## config.mk

```make
export PLATFORM = sky130hd
export DESIGN_NAME = add16_sched
export DESIGN_NICKNAME = d
export VERILOG_FILES = /design/src/rtl/add16_sched_pkg.sv /design/src/rtl/add16_sched_add4_slice.sv /design/src/rtl/add16_sched.sv
export SDC_FILE = /design/constraint.sdc
export NUM_CORES = 1
export LEC_CHECK = 0
export BUFFER_PORTS_ARGS = -buffer_cell sky130_fd_sc_hd__buf_4
export CAP_MARGIN = 20
export CORE_MARGIN = 4
export CORE_UTILIZATION = 47
export CTS_BUF_LIST = sky130_fd_sc_hd__clkbuf_4 sky130_fd_sc_hd__clkbuf_8 sky130_fd_sc_hd__clkbuf_16
export DETAILED_ROUTE_END_ITERATION = 8
export PLACE_DENSITY = 0.76
export SYNTH_ARGS = -nofsm -noshare
export SYNTH_HDL_FRONTEND = slang
export SYNTH_SLANG_ARGS = --single-unit
```

## constraint.sdc

```tcl
create_clock -name clk -period 2.65 [get_ports clk]
set_input_delay 0.3975 -clock clk [delete_from_list [all_inputs] [get_ports clk]]
set_output_delay 0.3975 -clock clk [all_outputs]
set_load 0.03 [all_outputs]
```

## src/rtl/add16_sched_pkg.sv

```systemverilog
// Shared types for the time-shared slice adder: FSM states, slice width, requester id.
package add16_sched_pkg;

    localparam int SLICE_W = 4;

    typedef enum logic [1:0] {
        ST_IDLE = 2'd0,
        ST_ADD  = 2'd1,
        ST_RESP = 2'd2
    } state_e;

    typedef logic req_id_t;

endpackage

```

## src/rtl/add16_sched_add4_slice.sv

```systemverilog
// Combinational 4-bit ripple adder; the scheduler reuses one instance for every slice.
module add4_slice
    import add16_sched_pkg::*;
(
    input  logic [SLICE_W-1:0] a,
    input  logic [SLICE_W-1:0] b,
    input  logic               cin,
    output logic [SLICE_W-1:0] sum,
    output logic               cout
);

    assign {cout, sum} = {1'b0, a} + {1'b0, b} + {{SLICE_W{1'b0}}, cin};

endmodule

```

## src/rtl/add16_sched.sv

```systemverilog
// Two-requester adder: round-robin accept, one 4-bit slice per cycle LSB first, held response.
// Handshake: a transfer happens on a rising edge where valid & ready are both 1; valid never waits on ready.
module add16_sched
    import add16_sched_pkg::*;
#(
    parameter int N_SLICES = 4
) (
    input  logic                  clk,
    input  logic                  rst_n,
    input  logic                  req0_valid,
    output logic                  req0_ready,
    input  logic [4*N_SLICES-1:0] req0_a,
    input  logic [4*N_SLICES-1:0] req0_b,
    input  logic                  req0_cin,
    input  logic                  req1_valid,
    output logic                  req1_ready,
    input  logic [4*N_SLICES-1:0] req1_a,
    input  logic [4*N_SLICES-1:0] req1_b,
    input  logic                  req1_cin,
    output logic                  rsp_valid,
    input  logic                  rsp_ready,
    output logic [4*N_SLICES-1:0] rsp_sum,
    output logic                  rsp_cout,
    output req_id_t               rsp_id,
    output state_e                dbg_state
);

    localparam int W     = SLICE_W * N_SLICES;
    localparam int IDX_W = (N_SLICES > 1) ? $clog2(N_SLICES) : 1;
    localparam logic [IDX_W-1:0] LAST_IDX = IDX_W'(N_SLICES - 1);

    state_e           state_q, state_d;
    logic [W-1:0]     a_q, a_d, b_q, b_d, sum_q, sum_d;
    logic             carry_q, carry_d, cout_q, cout_d, rsp_valid_q, rsp_valid_d;
    logic [IDX_W-1:0] idx_q, idx_d;
    req_id_t          id_q, id_d, last_q, last_d;

    req_id_t          grant_id;
    logic             acc0, acc1;
    logic [SLICE_W-1:0] slice_a, slice_b, slice_sum;
    logic             slice_cout;

    // Contention goes to whoever was not granted last; a lone requester always wins.
    always_comb begin
        if (req0_valid && req1_valid) grant_id = ~last_q;
        else                          grant_id = req1_valid;
    end

    assign req0_ready = rst_n && (state_q == ST_IDLE) && req0_valid && !grant_id;
    assign req1_ready = rst_n && (state_q == ST_IDLE) && req1_valid && grant_id;
    assign acc0       = req0_valid && req0_ready;
    assign acc1       = req1_valid && req1_ready;

    always_comb begin
        slice_a = '0;
        slice_b = '0;
        for (int i = 0; i < N_SLICES; i++) begin
            if (idx_q == IDX_W'(i)) begin
                slice_a = a_q[i*SLICE_W +: SLICE_W];
                slice_b = b_q[i*SLICE_W +: SLICE_W];
            end
        end
    end

    add4_slice u_slice (
        .a    (slice_a),
        .b    (slice_b),
        .cin  (carry_q),
        .sum  (slice_sum),
        .cout (slice_cout)
    );

    always_comb begin
        state_d     = state_q;
        a_d         = a_q;
        b_d         = b_q;
        sum_d       = sum_q;
        carry_d     = carry_q;
        cout_d      = cout_q;
        rsp_valid_d = rsp_valid_q;
        idx_d       = idx_q;
        id_d        = id_q;
        last_d      = last_q;
        case (state_q)
            ST_IDLE: begin
                if (acc0 || acc1) begin
                    a_d     = acc1 ? req1_a : req0_a;
                    b_d     = acc1 ? req1_b : req0_b;
                    carry_d = acc1 ? req1_cin : req0_cin;
                    id_d    = grant_id;
                    last_d  = grant_id;
                    idx_d   = '0;
                    state_d = ST_ADD;
                end
            end
            ST_ADD: begin
                for (int i = 0; i < N_SLICES; i++) begin
                    if (idx_q == IDX_W'(i)) sum_d[i*SLICE_W +: SLICE_W] = slice_sum;
                end
                carry_d = slice_cout;
                if (idx_q == LAST_IDX) begin
                    cout_d      = slice_cout;
                    rsp_valid_d = 1'b1;
                    idx_d       = '0;
                    state_d     = ST_RESP;
                end else begin
                    idx_d = idx_q + IDX_W'(1);
                end
            end
            ST_RESP: begin
                if (rsp_ready) begin
                    rsp_valid_d = 1'b0;
                    state_d     = ST_IDLE;
                end
            end
            default: begin
                rsp_valid_d = 1'b0;
                state_d     = ST_IDLE;
            end
        endcase
    end

    // Pointer resets to 1 so that req0 wins the first contention.
    always_ff @(posedge clk) begin
        if (!rst_n) begin
            state_q     <= ST_IDLE;
            a_q         <= '0;
            b_q         <= '0;
            sum_q       <= '0;
            carry_q     <= 1'b0;
            cout_q      <= 1'b0;
            rsp_valid_q <= 1'b0;
            idx_q       <= '0;
            id_q        <= 1'b0;
            last_q      <= 1'b1;
        end else begin
            state_q     <= state_d;
            a_q         <= a_d;
            b_q         <= b_d;
            sum_q       <= sum_d;
            carry_q     <= carry_d;
            cout_q      <= cout_d;
            rsp_valid_q <= rsp_valid_d;
            idx_q       <= idx_d;
            id_q        <= id_d;
            last_q      <= last_d;
        end
    end

    assign rsp_valid = rsp_valid_q;
    assign rsp_sum   = sum_q;
    assign rsp_cout  = cout_q;
    assign rsp_id    = id_q;
    assign dbg_state = state_q;

endmodule

```

Word level (Yosys, flattened, before mapping):

Cells that the tools add are included.

* multiply operators: 0
* divide/modulo/power cells: 0
* add/sub/neg operators: 3
* eq/ne operators: 8
* shifts and indexed selects: 0
* bitwise gates (word level): 2
* reduce and logical (&&, ||, !) cells: 21
* magnitude comparators: 0
* muxes and demuxes: 24

Operators by type and width (count)
* 2-to-1 mux 16 bit: 2
* 2-to-1 mux 4 bit: 8
* AND reduction 2 bit: 6
* 2-to-1 mux 2 bit: 5
* logical AND 1 bit: 8
* == test 2 bit (second input constant): 3
* one-hot mux 2 bit (3 select lines): 1
* AND reduction 3 bit: 2
* adder 4 x 4 -> 5 bit: 1
* adder 5 x 1 -> 5 bit: 1
* 2-to-1 mux 1 bit: 5
* == test 2 x 1 -> 1 bit (second input constant): 2
* zero test 2 bit: 2
* != test 2 bit (second input constant): 2
* one-hot mux 2 bit (2 select lines): 1
* one-hot mux 1 bit (3 select lines): 1
* adder 2 x 1 -> 2 bit (second input constant): 1
* != test 2 x 1 -> 1 bit (second input constant): 1
* NOT 1 bit: 2
* one-hot mux 1 bit (2 select lines): 1
* nonzero test 2 bit: 1
* zero test 1 bit: 1
* logical OR 1 bit: 1

* RAM bits: 0
* register bits: 57
* bits in read-only memories: 0
* memories kept: 0
* output and inout port bits: 23
* latch bits: 0
* bits of input ports: 71
* word-level logic and storage cells: 71

Longest topological paths before layout:

* depth after elaboration: 8
* mapped depth: 13
* mapped depth without buffers: 11

Cells and area by module:

Synthesis repeated with hierarchy kept, for this count alone.

* cells, all modules: 353
* area total of the unflattened synthesis: 3050.4 um2

Modules (own cells, without submodules)
* add16_sched: sequential area each 1141.1 um2, times used 1, cells an instance 337, area each 2906.5 um2
* add4_slice: sequential area each 0.0 um2, times used 1, cells an instance 16, area each 143.9 um2

Least setup slack after synthesis:

Ideal clock, no wire load.

* path type: reg2reg
* from: reg idx_q[0]
* to: reg carry_q
* arrival: 2445 ps
* path slack: 70 ps
* stages on the path, launching flop included: 14
* data required time: 2515 ps
* buffers on the path: 2
* setup time: 135 ps
* clock period less this slack: 2580 ps
* cell sequence: dfxtp_1 > inv_1 > ha_1 > clkbuf_1 > clkbuf_1 > a21oi_1 > o21ai_0 > a22oi_1 > fa_1 > inv_1 > fa_1 > a21o_1 > a21oi_1 > o221ai_1

* cells in the longest elaborated chain, start to end: 8
* elaborated cells on any way between the ends: 15
* classes of those cells: add/sub: 2; eq/ne: 3; mux: 9; reduce/logical: 1

Ends and longest elaborated chain
* start: declaration: line add16_sched.sv:35 `logic [IDX_W-1:0] idx_q, idx_d;`
* start signal: assignment: line add16_sched.sv:144 `idx_q <= idx_d;`
* zero test 2 bit: line add16_sched.sv:58 `if (idx_q == IDX_W'(i)) begin`
* 2-to-1 mux 4 bit (4 in series): line add16_sched.sv:58
* adder 4 x 4 -> 5 bit (*): line add16_sched_add4_slice.sv:12 `assign {cout, sum} = {1'b0, a} + {1'b0, b} + {{SLICE_W{1'b0}}, cin};`
* adder 5 x 1 -> 5 bit (*): line add16_sched_add4_slice.sv:12
* one-hot mux 1 bit (2 select lines) (*): line add16_sched.sv:84 `case (state_q)`
* end signal: assignment: line add16_sched.sv:141 `carry_q <= carry_d;`
* end: declaration: line add16_sched.sv:34 `logic carry_q, carry_d, cout_q, cout_d, rsp_valid_q, rsp_valid_d;`

Every way passes the cells marked *; elsewhere a longest branch is shown, timed or not.
A chain may end at the register's enable or synchronous reset.

Worst setup path after layout:

Same ends and word-level chain as after synthesis.

==> results.md <==
* Fin nets at roughly 530
* Placed Cells at slightly above 500
* Pleak at about 0.0016 uW
* Htree depth at 3
* Chip Width at between 80 and 90 um
* CP Max Fanout at 5
* Non-Filler Instances at approximately 530
* Global Route met1 Usage at 0.283
* Crit path max-delay family: compound AO/OA/AOI/OAI gates
* Post-DP HPWL at between 6000 and 7000 um
* Ys async rst share at 0
* Hold Buf Count CTS at 0
* Setup Buffers After CTS at 0
* Yosys warnings at 0
* Pin count of the biggest net entering global routing at between 40 and 50
* Crit path DAT at around 2700 ps
* Hold Path Class: input pin to flip-flop
* Ports at between 90 and 100
* Critical path class: flip-flop to flip-flop
* VDD IR max at ~360 uV
* Slowest CP cell: dfxtp_2
* Unrepaired setup endpoints after global routing: false
* FP Rows at 29
* GR Layer Usage met3 at 0.0479
* Fin. Hold Viols at 0
* Most Crowded Layer GR: met2
* Most common cell after layout, fill and taps aside: buf_4
* Antenna fix cells at 0
* Area of the die at ~8000 sq um
* Fill count at 560
* TritonCTS Sinks at 57
* Initial Util at 0.485
* Achievable frequency at 407 MHz
* Area growth syn-to-layout at 30.0%
* Sequential fraction of the synthesis area at 0.368
* Fin Setup TNS at 0 ps
* Required @ worst endpoint at between 2000 and 3000 ps
* Max-slew headroom at 0.407
* Syn Std Cell Area at slightly above 3000 sq um
* Pwr Density at between 500 and 600 nW/um^2
* TritonCTS buffer count at 9
* CP cell instances: inv_1 > ha_2 > a21oi_1 > o21ai_0 > a22oi_1 > fa_2 > inv_1 > fa_2 > a21o_1 > a21oi_2 > o221ai_1
* Die Y at approximately 89 um
* Flop2flop setup slack at slightly below 200 ps
* Outcome: finished clean
* Antenna violations before repair at 0
* Max Cap Violations at 0
* Input/output buffers at a little over 90
* Crit share post-route at 0.927
* Crit-path max cell delay at about 380 ps
* Synth Flop Type: dfxtp_1
* Buf/Inv on CP at 2
* Yosys reg bits at 57
* Final Critical Period at about 2500 ps
* WL final at approximately 8500 um
* Fin. max-slew vios at 0
* CTS tree: done
* Synthesized area per cell at 8.30 sq um
* Share of cells above drive strength 1 at 0.354
* Met2 Track Usage GR at 0.352
* Avg WL per Cell at around 16 um
* Slew @ Worst Pin at between 800 and 900 ps
* Netlist cell types at 39
* Cells after Synth at 373
* Gpl congestion at approximately 0.9
* First-pass GRT wire length at between 10000 and 15000 um
* DRC errors left at 0
* Core area at approximately 6400 sq um
* Final Setup Violations at 0
* EDFF count, synth at 0
* Vias in the first global route at roughly 3000
* Most frequent cells in the layout: buf_4, nand2_1, dfxtp_1
* Via density at between 5 and 6
* DRT Pass-1 Iters at 4
* Max Root-Sink Buffers at 2
* Routed vias at 3026
* Clock transition at path regs at around 60 ps
* Initial DRC Count at 133
* Critical Path Sink Type: flip-flop
* Startpoint class of the critical path: flip-flop
* Antenna Nets Post-Route at 0
* Syn Nets at around 450
* GRT Total Usage at 0.221
* Remaining global-route overflow at 0
* CTS root buffer: clkbuf_8
* Later-pin clock latency in the skew report at ~330 ps
* Clock Skew at between 7 and 8 ps
## stage by stage
| step | util | setup slack [ps] | hold slack, ps | cell area [sq um] | total power (uW) |
|---|---|---|---|---|---|
| finish | 0.630 | 194 | 343 | 4030 | 2140 |
| global route | 0.630 | 14.7 | 345 | 4030 | 2240 |
| CTS | 0.624 | 19.3 | 334 | 3990 | 2130 |
| detailed placement | 0.597 | 30.3 | 460 | 3810 | 1420 |
| global placement | 0.597 | 168 | 451 | 3810 | 1410 |
| floorplan | - | 69.8 | 442 | 3100 | 1240 |
## cell families (layout without fill, tap and decap cells)
kind of cell	after synthesis	count (layout)	share of synthesized area
mux	5	5	0.0162
xor+xnor	1	1	0.00283
fa+ha+maj	9	9	0.0412
buf+inv	53	132	0.0743
flops	57	57	0.368
simple gates	157	157	0.229
compound gates	91	91	0.268
## cell type report
class | count | area, sq um | share of cell area
clock buffers | 14 | 174 | 0.0432
inverters | 14 | 52.6 | 0.0131
multi-input cells | 263 | 1780 | 0.442
flip-flops and latches | 57 | 1140 | 0.284
well taps | 77 | 96.3 | 0.0239
repair buffers | 104 | 781 | 0.194
## flip-flops by register name, summed over array words and instances, names as in the netlist
signal and flops:
last_q 1, a_q 16, dbg_state 2, b_q 16, rsp_sum 16, rsp_id 1
carry_q 1, idx_q 2, rsp_cout 1, rsp_valid 1
## routing by layer
layer / routed length, um / share of wire / up-vias
li1: - / - / 1484
met1: 3660 / 0.43 / 1426
met2: 4050 / 0.48 / 99
met3: 559 / 0.066 / 17
met4: 221 / 0.026 / 0
met5: 0 / 0 / -
## power breakdown
part           total [uW]  internal [uW]  switching, uW
Sequential            950            912           37.7
Clock                 724            412            312
Combinational         467            215            252
Total                2140           1540            602
## worst min-delay path, stage by stage
cell,delay (ps)
buf_4,110
nand2_1,50
a311oi_1,70
## path summary, 6_finish.rpt
| kind | from | to | cells past startpoint |
|---|---|---|---|
| max | idx_q[0] | carry_q | 11 |
| min | req0_b[12] | b_q[12] | 3 |
| max reg2reg | idx_q[0] | carry_q | 11 |
| min reg2reg | rsp_id | rsp_id | 2 |
## cells in the mapped netlist, types with 2 or more instances
| cell type | n | share of area |
|---|---|---|
| nand2_1 | 84 | 0.10 |
| dfxtp_1 | 57 | 0.37 |
| clkbuf_1 | 33 | 0.040 |
| nor3_1 | 33 | 0.053 |
| a311oi_2 | 27 | 0.13 |
| a21oi_1 | 22 | 0.036 |
| nor2_1 | 17 | 0.021 |
| inv_1 | 14 | 0.017 |
| o21ai_0 | 10 | 0.016 |
| a211oi_1 | 9 | 0.022 |
| ha_1 | 7 | 0.028 |
| a22o_1 | 6 | 0.017 |
| a311oi_1 | 5 | 0.014 |
| mux2i_1 | 5 | 0.016 |
| o221ai_1 | 5 | 0.014 |
| and3b_1 | 4 | 0.011 |
| buf_6 | 4 | 0.015 |
| nand4_1 | 4 | 0.0081 |
| and2_1 | 3 | 0.0061 |
| a22oi_1 | 2 | 0.0048 |
| fa_1 | 2 | 0.013 |
| nand3_1 | 2 | 0.0032 |
| nor2b_1 | 2 | 0.0040 |
## what timing repair did
item	4_1_cts	5_1_grt
endpoints found under the setup margin	0	14
hold endpoints to repair	0	0
resized for setup	0	11
Power figures use the tool's default switching activity.
